$ cat src/rtl/t01_ai_pkg.sv
// Shared definitions for the Tetris AI candidate sweep: piece type codes,
// per-family rotation tables and the footprint width of each type.
package t01_ai_pkg;

    localparam int BOARD_W_DEFAULT = 10;
    localparam int TYPE_W          = 5;
    localparam int FAM_W           = 3;

    typedef enum logic [TYPE_W-1:0] {
        T_I_H = 5'd0, T_I_V, T_O, T_S_H, T_S_V, T_Z_H, T_Z_V,
        T_L_0, T_L_1, T_L_2, T_L_3,
        T_J_0, T_J_1, T_J_2, T_J_3,
        T_T_0, T_T_1, T_T_2, T_T_3
    } type_code_e;

    typedef enum logic [FAM_W-1:0] {
        FAM_I, FAM_O, FAM_S, FAM_Z, FAM_L, FAM_J, FAM_T, FAM_BAD
    } family_e;

    typedef enum logic [2:0] {
        S_IDLE, S_CLEAR, S_ISSUE, S_WAIT, S_ADVANCE, S_DONE
    } state_e;

    // The invalid family maps to an empty rotation set.
    localparam logic [TYPE_W-1:0] FAMILY_BASE [8] = '{
        5'd0, 5'd2, 5'd3, 5'd5, 5'd7, 5'd11, 5'd15, 5'd0
    };
    localparam logic [2:0] FAMILY_ROTS [8] = '{
        3'd2, 3'd1, 3'd2, 3'd2, 3'd4, 3'd4, 3'd4, 3'd0
    };

    function automatic logic [2:0] type_width(input logic [TYPE_W-1:0] t);
        logic [2:0] w;
        case (t)
            T_I_H:               w = 3'd4;
            T_I_V:               w = 3'd1;
            T_O, T_S_V, T_Z_V:   w = 3'd2;
            T_S_H, T_Z_H:        w = 3'd3;
            // L, J and T alternate flat (odd code, width 3) and upright (width 2).
            default:             w = t[0] ? 3'd3 : 3'd2;
        endcase
        return w;
    endfunction

endpackage

$ cat src/rtl/t01_ai_move_enum_if.sv
// MMU scoring handshake plus the candidate placement it is scoring; the
// best-move stage snoops the same bundle.
interface t01_ai_move_enum_if;
    import t01_ai_pkg::*;

    logic              mmu_start_o;
    logic              mmu_done_i;
    logic [3:0]        blockX_o;
    logic [TYPE_W-1:0] block_type_o;

    modport master (
        output mmu_start_o, blockX_o, block_type_o,
        input  mmu_done_i
    );

    modport slave (
        input  mmu_start_o, blockX_o, block_type_o,
        output mmu_done_i
    );

endinterface

$ cat src/rtl/t01_ai_piece_lut.sv
// Combinational piece tables: type code to footprint width, family to
// (base type code, rotation count).
module t01_ai_piece_lut
    import t01_ai_pkg::*;
(
    input  logic [TYPE_W-1:0] type_i,
    input  logic [FAM_W-1:0]  family_i,
    output logic [2:0]        width_o,
    output logic [TYPE_W-1:0] base_o,
    output logic [2:0]        rot_count_o
);

    assign width_o     = type_width(type_i);
    assign base_o      = FAMILY_BASE[family_i];
    assign rot_count_o = FAMILY_ROTS[family_i];

endmodule

$ cat src/rtl/t01_ai_move_enum.sv
// Candidate-placement sequencer: walks every legal (rotation, column) of a
// spawned piece family and issues one MMU scoring request per candidate.
module t01_ai_move_enum
    import t01_ai_pkg::*;
#(
    parameter int BOARD_W     = BOARD_W_DEFAULT,
    parameter int MMU_TIMEOUT = 255
) (
    input  logic               clk,
    input  logic               rst,
    input  logic               start_i,
    input  logic [FAM_W-1:0]   family_i,
    t01_ai_move_enum_if.master mmu,
    output logic               ofm_clear_o,
    output logic               busy_o,
    output logic               sweep_done_o,
    output logic               err_o
);

    localparam int               CNT_W       = (MMU_TIMEOUT < 2) ? 1 : $clog2(MMU_TIMEOUT + 1);
    localparam logic [CNT_W-1:0] TIMEOUT_CNT = CNT_W'(MMU_TIMEOUT);
    localparam logic [3:0]       BOARD_W_X   = 4'(BOARD_W);

    state_e             state_q;
    logic [FAM_W-1:0]   family_q;
    logic [3:0]         x_q;
    logic [1:0]         rot_q;
    logic [CNT_W-1:0]   cnt_q;
    logic               mmu_start_q;
    logic               ofm_clear_q;
    logic               busy_q;
    logic               sweep_done_q;
    logic               err_q;

    logic [2:0]         width_d;
    logic [TYPE_W-1:0]  base_d;
    logic [2:0]         rot_count_d;
    logic [TYPE_W-1:0]  type_d;
    logic [3:0]         x_limit_d;
    logic               x_last_d;
    logic               rot_last_d;

    t01_ai_piece_lut u_lut (
        .type_i      (type_d),
        .family_i    (family_q),
        .width_o     (width_d),
        .base_o      (base_d),
        .rot_count_o (rot_count_d)
    );

    assign type_d     = base_d + TYPE_W'(rot_q);
    assign x_limit_d  = BOARD_W_X - {1'b0, width_d};
    assign x_last_d   = (x_q >= x_limit_d);
    assign rot_last_d = (({1'b0, rot_q} + 3'd1) >= rot_count_d);

    // x_q/rot_q only move on the edge that enters ISSUE, so the placement
    // stays frozen for the whole scoring window.
    always_ff @(posedge clk) begin
        if (rst) begin
            state_q      <= S_IDLE;
            family_q     <= '0;
            x_q          <= '0;
            rot_q        <= '0;
            cnt_q        <= '0;
            mmu_start_q  <= 1'b0;
            ofm_clear_q  <= 1'b0;
            busy_q       <= 1'b0;
            sweep_done_q <= 1'b0;
            err_q        <= 1'b0;
        end else begin
            // NOTE: non-blocking throughout; these defaults make every pulse one cycle wide.
            mmu_start_q  <= 1'b0;
            ofm_clear_q  <= 1'b0;
            sweep_done_q <= 1'b0;
            case (state_q)
                S_IDLE: if (start_i) begin
                    family_q <= family_i;
                    x_q      <= '0;
                    rot_q    <= '0;
                    busy_q   <= 1'b1;
                    if (family_i == FAM_BAD) begin
                        err_q        <= 1'b1;
                        sweep_done_q <= 1'b1;
                        state_q      <= S_DONE;
                    end else begin
                        err_q       <= 1'b0;
                        ofm_clear_q <= 1'b1;
                        state_q     <= S_CLEAR;
                    end
                end
                S_CLEAR: begin
                    x_q         <= '0;
                    rot_q       <= '0;
                    cnt_q       <= '0;
                    mmu_start_q <= 1'b1;
                    state_q     <= S_ISSUE;
                end
                S_ISSUE: begin
                    cnt_q   <= cnt_q + CNT_W'(1);
                    state_q <= S_WAIT;
                end
                S_WAIT: begin
                    // A response in the timeout cycle still counts as a result.
                    if (mmu.mmu_done_i) begin
                        state_q <= S_ADVANCE;
                    end else if (cnt_q == TIMEOUT_CNT) begin
                        err_q   <= 1'b1;
                        state_q <= S_ADVANCE;
                    end else begin
                        cnt_q <= cnt_q + CNT_W'(1);
                    end
                end
                S_ADVANCE: begin
                    if (!x_last_d) begin
                        x_q         <= x_q + 4'd1;
                        cnt_q       <= '0;
                        mmu_start_q <= 1'b1;
                        state_q     <= S_ISSUE;
                    end else if (rot_last_d) begin
                        sweep_done_q <= 1'b1;
                        state_q      <= S_DONE;
                    end else begin
                        x_q         <= '0;
                        rot_q       <= rot_q + 2'd1;
                        cnt_q       <= '0;
                        mmu_start_q <= 1'b1;
                        state_q     <= S_ISSUE;
                    end
                end
                S_DONE: begin
                    busy_q  <= 1'b0;
                    state_q <= S_IDLE;
                end
                default: state_q <= S_IDLE;
            endcase
        end
    end

    assign mmu.mmu_start_o  = mmu_start_q;
    assign mmu.blockX_o     = x_q;
    assign mmu.block_type_o = type_d;
    assign ofm_clear_o      = ofm_clear_q;
    assign busy_o           = busy_q;
    assign sweep_done_o     = sweep_done_q;
    assign err_o            = err_q;

endmodule

$ cat src/flat_wrapper.sv
// flat-port wrapper written by rule: the top's interface ports become plain ports
module t01_ai_move_enum_flat import t01_ai_pkg::*;
#(
    parameter int BOARD_W     = BOARD_W_DEFAULT,
    parameter int MMU_TIMEOUT = 255
)
  (clk, rst, start_i, family_i, ofm_clear_o, busy_o, sweep_done_o, err_o, mmu_mmu_start_o, mmu_blockX_o, mmu_block_type_o, mmu_mmu_done_i);
  t01_ai_move_enum_if mmu_i ();
  input  logic clk;
  input  logic rst;
  input  logic start_i;
  input  logic [FAM_W-1:0] family_i;
  output logic ofm_clear_o;
  output logic busy_o;
  output logic sweep_done_o;
  output logic err_o;
  output wire logic [$bits(mmu_i.mmu_start_o)-1:0] mmu_mmu_start_o;
  output wire logic [$bits(mmu_i.blockX_o)-1:0] mmu_blockX_o;
  output wire logic [$bits(mmu_i.block_type_o)-1:0] mmu_block_type_o;
  input wire logic [$bits(mmu_i.mmu_done_i)-1:0] mmu_mmu_done_i;
  assign mmu_mmu_start_o = mmu_i.mmu_start_o;
  assign mmu_blockX_o = mmu_i.blockX_o;
  assign mmu_block_type_o = mmu_i.block_type_o;
  assign mmu_i.mmu_done_i = mmu_mmu_done_i;
  t01_ai_move_enum #(.BOARD_W(BOARD_W), .MMU_TIMEOUT(MMU_TIMEOUT)) u_core (.clk(clk), .rst(rst), .start_i(start_i), .family_i(family_i), .mmu(mmu_i), .ofm_clear_o(ofm_clear_o), .busy_o(busy_o), .sweep_done_o(sweep_done_o), .err_o(err_o));
endmodule
$ cat config.mk
export PLATFORM = sky130hd
export DESIGN_NAME = t01_ai_move_enum_flat
export DESIGN_NICKNAME = d
export VERILOG_FILES = /design/src/rtl/t01_ai_pkg.sv /design/src/rtl/t01_ai_move_enum_if.sv /design/src/rtl/t01_ai_piece_lut.sv /design/src/rtl/t01_ai_move_enum.sv /design/src/flat_wrapper.sv
export SDC_FILE = /design/constraint.sdc
export NUM_CORES = 1
export LEC_CHECK = 0
export CAP_MARGIN = 20
export CORE_UTILIZATION = 45
export CTS_CLUSTER_SIZE = 28
export DETAILED_ROUTE_END_ITERATION = 7
export GPL_ROUTABILITY_DRIVEN = 0
export PLACE_DENSITY = 0.65
export RECOVER_POWER = 50
export SYNTH_ARGS = -nofsm -noshare
export SYNTH_HDL_FRONTEND = slang
export SYNTH_SLANG_ARGS = --single-unit
$ cat constraint.sdc
create_clock -name clk -period 4.05 [get_ports clk]
set_input_delay 0.81 -clock clk [delete_from_list [all_inputs] [get_ports clk]]
set_output_delay 0.81 -clock clk [all_outputs]
set_load 0.02 [all_outputs]
==> results of run 1 <==
==> timing repair <==
action / 4_1_cts / 5_1_grt
resized for setup: 0 / 9
setup buffers: 0 / 3
hold buffers: 0 / 0
setup endpoints to repair: 0 / 17
==> layout make-up <==
cell class / count / area, sq um / share of cell area [%]
Timing Repair Buffer: 23 / 223 / 11.0
Sequential cell: 25 / 503 / 24.8
Multi-Input combinational cell: 151 / 1170 / 57.7
Tap cell: 48 / 60.1 / 2.96
Clock buffer: 4 / 45.0 / 2.22
Inverter: 7 / 26.3 / 1.30
==> metal layers <==
| metal | share of wire (%) | vias to the layer above |
|---|---|---|
| met2 | 49 | 26 |
| met3 | 2.7 | 4 |
| met5 | 0 | - |
| met1 | 47 | 635 |
| met4 | 1.1 | 0 |
| li1 | - | 711 |
==> logic make-up after synthesis <==
group	share of synthesized area (%)
simple gates	24.5
buf+inv	4.18
fa+ha+maj	14.9
compound gates	18.1
mux	2.96
xor+xnor	6.57
flops	28.9
==> power by group <==
group	switching, W	total [W]	internal (W)
sequential	0.0000276	0.000290	0.000263
clock	0.0000735	0.000144	0.0000702
combinational	0.000138	0.000261	0.000123
==> how the worst max path moves through the flow <==
stage	end	slack, ps	cells after the start
floorplan	u_core.cnt_q[7]	390	13
global placement	u_core.cnt_q[7]	220	16
detailed placement	u_core.cnt_q[7]	100	16
CTS	u_core.cnt_q[7]	60	16
global route	u_core.cnt_q[7]	50	17
finish	u_core.cnt_q[7]	260	17
==> cells in the final DEF, fill, tap and decap left out, drive strengths merged, types with 3 or more instances in the layout <==
cell type,count
a21oi,13
xnor2,13
nand4,3
clkbuf,4
o21ai,6
nor3,5
dfxtp,25
o21a,3
a211oi,6
inv,7
mux2i,4
nor3b,3
clkdlybuf4s50,5
nor2b,4
nand2,10
ha,19
nor2,28
buf,3
dlygate4sd3,15
nand2b,5
==> worst register-to-register path, cell delays in order, from the launching register on <==
cell and delay, ps:
dfxtp_2 380, inv_1 90, ha_1 310, inv_1 60, mux2i_2 210, ha_1 290
a21oi_2 150, nand2_1 70, mux2i_1 120, nand3b_1 150, ha_1 330, ha_1 310
a2111oi_4 340, buf_4 190, nor3_4 70, a211oi_4 330, a211oi_2 120, a31o_1 180
==> flip-flops by register name, indices dropped and copies added, names as in the netlist, 2 cells and up <==
register             cells
u_core.rot_q             2
u_core.mmu.blockX_o      4
u_core.family_q          3
u_core.state_q           3
u_core.cnt_q             8
==> per-stage QoR <==
stage                     area, sq um  hold slack [ps]  utilization [%]  power [W]
final                            2030              487             55.0   0.000695
after global routing             2030              514             55.0   0.000753
after CTS                        1990              484             54.0   0.000694
after detailed placement         1950              471             52.8   0.000548
after global placement           1950              468             52.8   0.000542
after floorplan                  1730              446                -   0.000493
==> results by group, run 1 <==
Worst hold path
  – Hold path startpoint: u_core.cnt_q[5]
  – Tightest Hold Check Type: reg2reg
  – Worst Hold Path Cells: 2
  – Hold Crit Endpoint: u_core.cnt_q[5]

Clock network
  – # clock sinks: 25
  – Clock Tree Buf Depth: 2
  – CTS Root Cell: clkbuf_8
  – Htree depth: 1
  – Skew-Pair Late Insertion Delay: ~260 ps
  – Clk pin slew, worst setup/hold paths: about 80 ps
  – CTS Buf Count: 3
  – TritonCTS clock tree: yes

Global route
  – GRT Total Usage: between 10% and 20%
  – GRT busiest layer: met2
  – Met3 usage: between 2 and 2.5%
  – Vias in the first global route: about 1400
  – Global-route wire length before repair: about 6000 microns
  – Largest net degree at the start of global routing: 18
  – Met2 Usage GRT: a little under a third
  – Gr ovfl total: 0
  – Initial antenna violation count: 0
  – Routing usage on met1: 22.5%

Critical path
  – Critical path class: reg2reg
  – Critical R2R Capture: u_core.cnt_q[7]
  – Critical Path Slowest Stage Cell: dfxtp_2
  – Startpoint types: flop
  – Critical Path Most Common Cell: ha_1
  – R2r setup slk: about 260 ps
  – Worst path cell trace: inv_1 -> ha_1 -> inv_1 -> mux2i_2 -> ha_1 -> a21oi_2 -> nand2_1 -> mux2i_1 -> nand3b_1 -> ha_1 -> ha_1 -> a2111oi_4 -> buf_4 -> nor3_4 -> a211oi_4 -> a211oi_2 -> a31o_1
  – Reg2Reg Depth: 17
  – Delay-heaviest family, CP: adder cells
  – Critical Path RT: between 4000 and 5000 ps
  – Crit. End Element: flop
  – Max incr delay on CP: ~380 ps
  – Worst-path fanout max: 7
  – CP startpoint: u_core.family_q[0]
  – Worst path bufs/invs: 3
  – Worst EP arrival: between 3000 and 4000 ps
  – RR Startpoint: u_core.family_q[0]

Layout
  – Layout cells sized above 1: 13.3%
  – Final-stage net count: ~240
  – Area grow syn2layout: 16.9%
  – Antenna diodes: 0
  – Fin cells: between 200 and 300
  – Fillers: approximately 350

Place
  – DP HPWL: ~2500 microns
  – Placed insts: roughly 250
  – Port Buf Inserts: 20
  – Place WS: between 100 and 150 ps

Route
  – Iter 0 DRT Violations: 74
  – DRC viols: 0
  – Vias: about 1400
  – ANT nets after route: 0
  – Routed wire length: about 3300 microns
  – Drt wl/cell: ~13 microns
  – Detailed Routing Iterations Pass 1: 4
  – Vias per cell: approximately 5.3

Pwr
  – P per Cell Area: around 340 mW/mm^2
  – Static leakage: 0.819 nW
  – Peak supply drop: about 190 uV

Synthesis
  – Synth warn: 0
  – Sequential area share after synthesis: a little under 30%
  – Mapped cell area: approximately 0.0017 sq mm
  – Most frequent cell after synthesis: nor2_1
  – Mapped Cells: 192
  – Post-synth EDFFs: 0
  – Average size of a mapped cell: around 9.0 sq um
  – Syn nets: 219
  – Distinct cells, synth: 53
  – Yosys reg bits: 25
  – Fraction of registers with async set/reset: 0%
  – Area contributors post-synth: dfxtp_1 29%, ha_1 14%, xnor2_1 6.6%
  – Yosys top cell by area: dfxtp_1
  – Post-synth top cells: 27 x nor2_1, 25 x dfxtp_1, 19 x ha_1, 13 x a21oi_1, 13 x xnor2_1
  – Top_reg_cell synth: dfxtp_1
  – Area share of the largest cell type after synthesis: about 29%

Timing
  – Worst slew pin tran: approximately 1100 ps
  – Fin crit share: slightly above 90%
  – Clock Skew: between 2 and 2.5 ps
  – Slew Limit Headroom: a little over a quarter
  – # setup viols final: 0
  – Final Hold Fails: 0
  – Fin worst setup slack: 260 ps
  – F_max: about 260 MHz
  – Slew Limit Fails: 0
  – Tmin final: 3790 ps
  – RSZ-0062 raised after global routing: false
  – Setup TNS: 0 ps

Floorplan
  – Site Rows: 22
  – IO Pins: 21
  – Die W: around 64 microns
  – Initial Utilization: approximately 47%
  – Die ar.: 0.00411 sq mm
  – Die Y: roughly 64 microns
  – Core ar.: roughly 0.0037 sq mm

Job
  – Max-cap violations: 0

Run status
  – Status: complete, no violations
Note: power is estimated with default switching activity, not from simulation.
==> inputs of run 2 (changes only) <==
--- a/config.mk
+++ b/config.mk
@@ -7,6 +7,7 @@
 export LEC_CHECK = 0
 export CAP_MARGIN = 20
 export CORE_UTILIZATION = 45
+export CTS_BUF_LIST = sky130_fd_sc_hd__clkbuf_8 sky130_fd_sc_hd__clkbuf_16
 export CTS_CLUSTER_SIZE = 28
 export DETAILED_ROUTE_END_ITERATION = 7
 export GPL_ROUTABILITY_DRIVEN = 0
==> results by group, run 2 (same netlist as run 1, synthesis figures left out) <==
Route
  – Routed met3 length: 73 microns (-19%)
  – Routed wire length: 3290 microns (-0.39%)
  – Highest metal layer with signal wires: met4
  – Met1 Routed Length: 1560 microns (-0.26%)
  – ANT nets after route: 0 (unchanged)
  – Detailed Routing Iterations Pass 1: 6 (+2)
  – Vias per cell: 5.33 (-0.15%)
  – DRC viols: 0 (unchanged)
  – Drt wl/cell: 12.7 microns (-0.39%)
  – DR WL met2: 1620 microns (+0.50%)
  – Iter 0 DRT Violations: 77 (+4.1%)
  – Vias: 1374 (-0.15%)

Global route
  – Initial antenna violation count: 0 (unchanged)
  – GRT Total Usage: 18.1% (unchanged)
  – Largest net degree at the start of global routing: 18 (unchanged)
  – Vias in the first global route: 1374 (unchanged)
  – Global-route wire length before repair: 5950 microns (unchanged)
  – Gr ovfl total: 0 (unchanged)

Pwr
  – P_sw: 0.000238 W (-0.28%)
  – Seq pwr share: 42.0% (+0.2 points)
  – Power share of the clock group: 20.4% (-0.3 points)
  – P per Cell Area: 341 mW/mm^2 (-0.46%)
  – Logic pwr share: 37.6% (about the same)
  – Power consumption: 0.000692 W (-0.46%)
  – Int Power: 0.000453 W (-0.55%)
  – Static leakage: 0.823 nW (+0.51%)
  – Peak supply drop: 183 uV (-2.9%)
  – Sw Share: 34.5% (+0.062 points)

Job
  – Max-cap violations: 0 (unchanged)

Critical path
  – Critical Path RT: 4210 ps (about the same)
  – Startpoint types: flop
  – Crit. End Element: flop
  – Critical path class: reg2reg
  – Worst-path fanout max: 7 (unchanged)
  – R2r setup slk: 260 ps (about the same)
  – Worst EP arrival: 3960 ps (about the same)

Clock network
  – CTS Root Cell: clkbuf_8
  – Hold_buf cts: 0 (unchanged)
  – Skew-Pair Late Insertion Delay: 260 ps (about the same)
  – Htree depth: 1 (unchanged)
  – CTS Buf Count: 3 (unchanged)
  – Clock Tree Buf Depth: 2 (unchanged)
  – Clk pin slew, worst setup/hold paths: 80 ps (about the same)
  – # clock sinks: 25 (unchanged)
  – TritonCTS clock tree: yes

Place
  – Port Buf Inserts: 20 (unchanged)
  – DP HPWL: 2490 microns (unchanged)

Layout
  – Layout cells sized above 1: 13.3% (unchanged)
  – Antenna diodes: 0 (unchanged)
  – Fillers: 352 (unchanged)
  – Max FFs per register: 8 (unchanged)
  – Final Util: 55.0% (unchanged)
  – Most common cell after layout, fill and taps aside: nor2_1
  – Area grow syn2layout: 16.9% (unchanged)
  – Commonest non-fill, non-tap cells in the layout: 26 x nor2_1, 23 x dfxtp_1, 19 x ha_1
  – Largest register by flop count: u_core.cnt_q
  – Final-stage net count: 238 (unchanged)

Timing
  – Clock Skew: 2.92 ps (+0.624 ps)
  – Final Hold Fails: 0 (unchanged)
  – RSZ-0062 raised after global routing: false
  – # setup viols final: 0 (unchanged)
  – Fin crit share: 93.6% (about the same)
  – Slew Limit Headroom: 26.2% (about the same)
  – Worst slew pin tran: 1090 ps (+0.133 ps)
  – Fin Hold WS: 487 ps (-0.0360 ps)
  – Setup TNS: 0 ps (unchanged)
  – Slew Limit Fails: 0 (unchanged)
  – Tmin final: 3790 ps (+0.976 ps)
  – F_max: 264 MHz (about the same)

Run status
  – Status: complete, no violations

Floorplan
  – Initial Utilization: 47.0% (unchanged)
  – Die W: 64.1 microns (unchanged)
  – Site Rows: 22 (unchanged)
  – Die Y: 64.1 microns (unchanged)
  – Die ar.: 0.00411 sq mm (unchanged)
  – Core ar.: 0.00369 sq mm (unchanged)
  – IO Pins: 21 (unchanged)

Worst hold path
  – Tightest Hold Check Type: reg2reg
## run 2: cell types whose count changed in the layout (fill, tap and decap cells not counted)
cell	before	now
inv_1	7	8
clkbuf_1	1	0
## run 2: final timing paths
path | startpoint | end | cells past startpoint
worst max-delay path | u_core.family_q[0] | u_core.cnt_q[7] | 17
worst min-delay path | u_core.cnt_q[5] | u_core.cnt_q[5] | 2
worst max register to register | u_core.family_q[0] | u_core.cnt_q[7] | 17
worst min register to register | u_core.cnt_q[5] | u_core.cnt_q[5] | 2
## run 2: metal layers
layer / vias to the layer above / GRT usage, %
met5: - / 0
met4: 0 / 6.53
met3: 4 / 2.14
met2: 21 / 31.8
met1: 638 / 22.5
li1: 711 / -
## run 2: metrics by stage
step / instances / cell area (sq um) / worst slack [ps]
3_5_place_dp: 251 / 1950 / 103
4_1_cts: 255 / 1990 / 62.0
3_3_place_gp: 251 / 1950 / 221
5_1_grt: 258 / 2030 / 47.5
2_1_floorplan: 192 / 1730 / 389
6_report: 258 / 2030 / 259
## run 2: power groups by stage
stage | logic, W | clock network [W] | registers (W)
final | 0.000260 | 0.000141 | 0.000290
after global routing | 0.000294 | 0.000163 | 0.000294
after CTS | 0.000252 | 0.000148 | 0.000291
after detailed placement | 0.000250 | 0 | 0.000297
after global placement | 0.000246 | 0 | 0.000296
after floorplan | 0.000206 | 0 | 0.000288
## run 2: final cells by class
cell class | count | area [sq um] | share of cell area, %
clock buffers | 3 | 41.3 | 2.04
flip-flops and latches | 25 | 503 | 24.8
multi-input cells | 151 | 1170 | 57.7
repair buffers | 23 | 223 | 11.0
clock inverters | 1 | 3.75 | 0.185
well taps | 48 | 60.1 | 2.96
inverters | 7 | 26.3 | 1.30
## run 2: what timing repair did
| action | 4_1_cts | 5_1_grt |
|---|---|---|
| resized for setup | 0 | 9 |
| endpoints found under the setup margin | 0 | 17 |
| setup buffers | 0 | 3 |
## run 2: critical path, stage by stage, from the launching register on
cell       delay, ps
dfxtp_2          380
inv_1             90
ha_1             310
inv_1             60
mux2i_2          210
ha_1             290
a21oi_2          150
nand2_1           70
mux2i_1          120
nand3b_1         150
ha_1             330
ha_1             310
a2111oi_4        340
buf_4            190
nor3_4            70
a211oi_4         330
a211oi_2         110
a31o_1           180
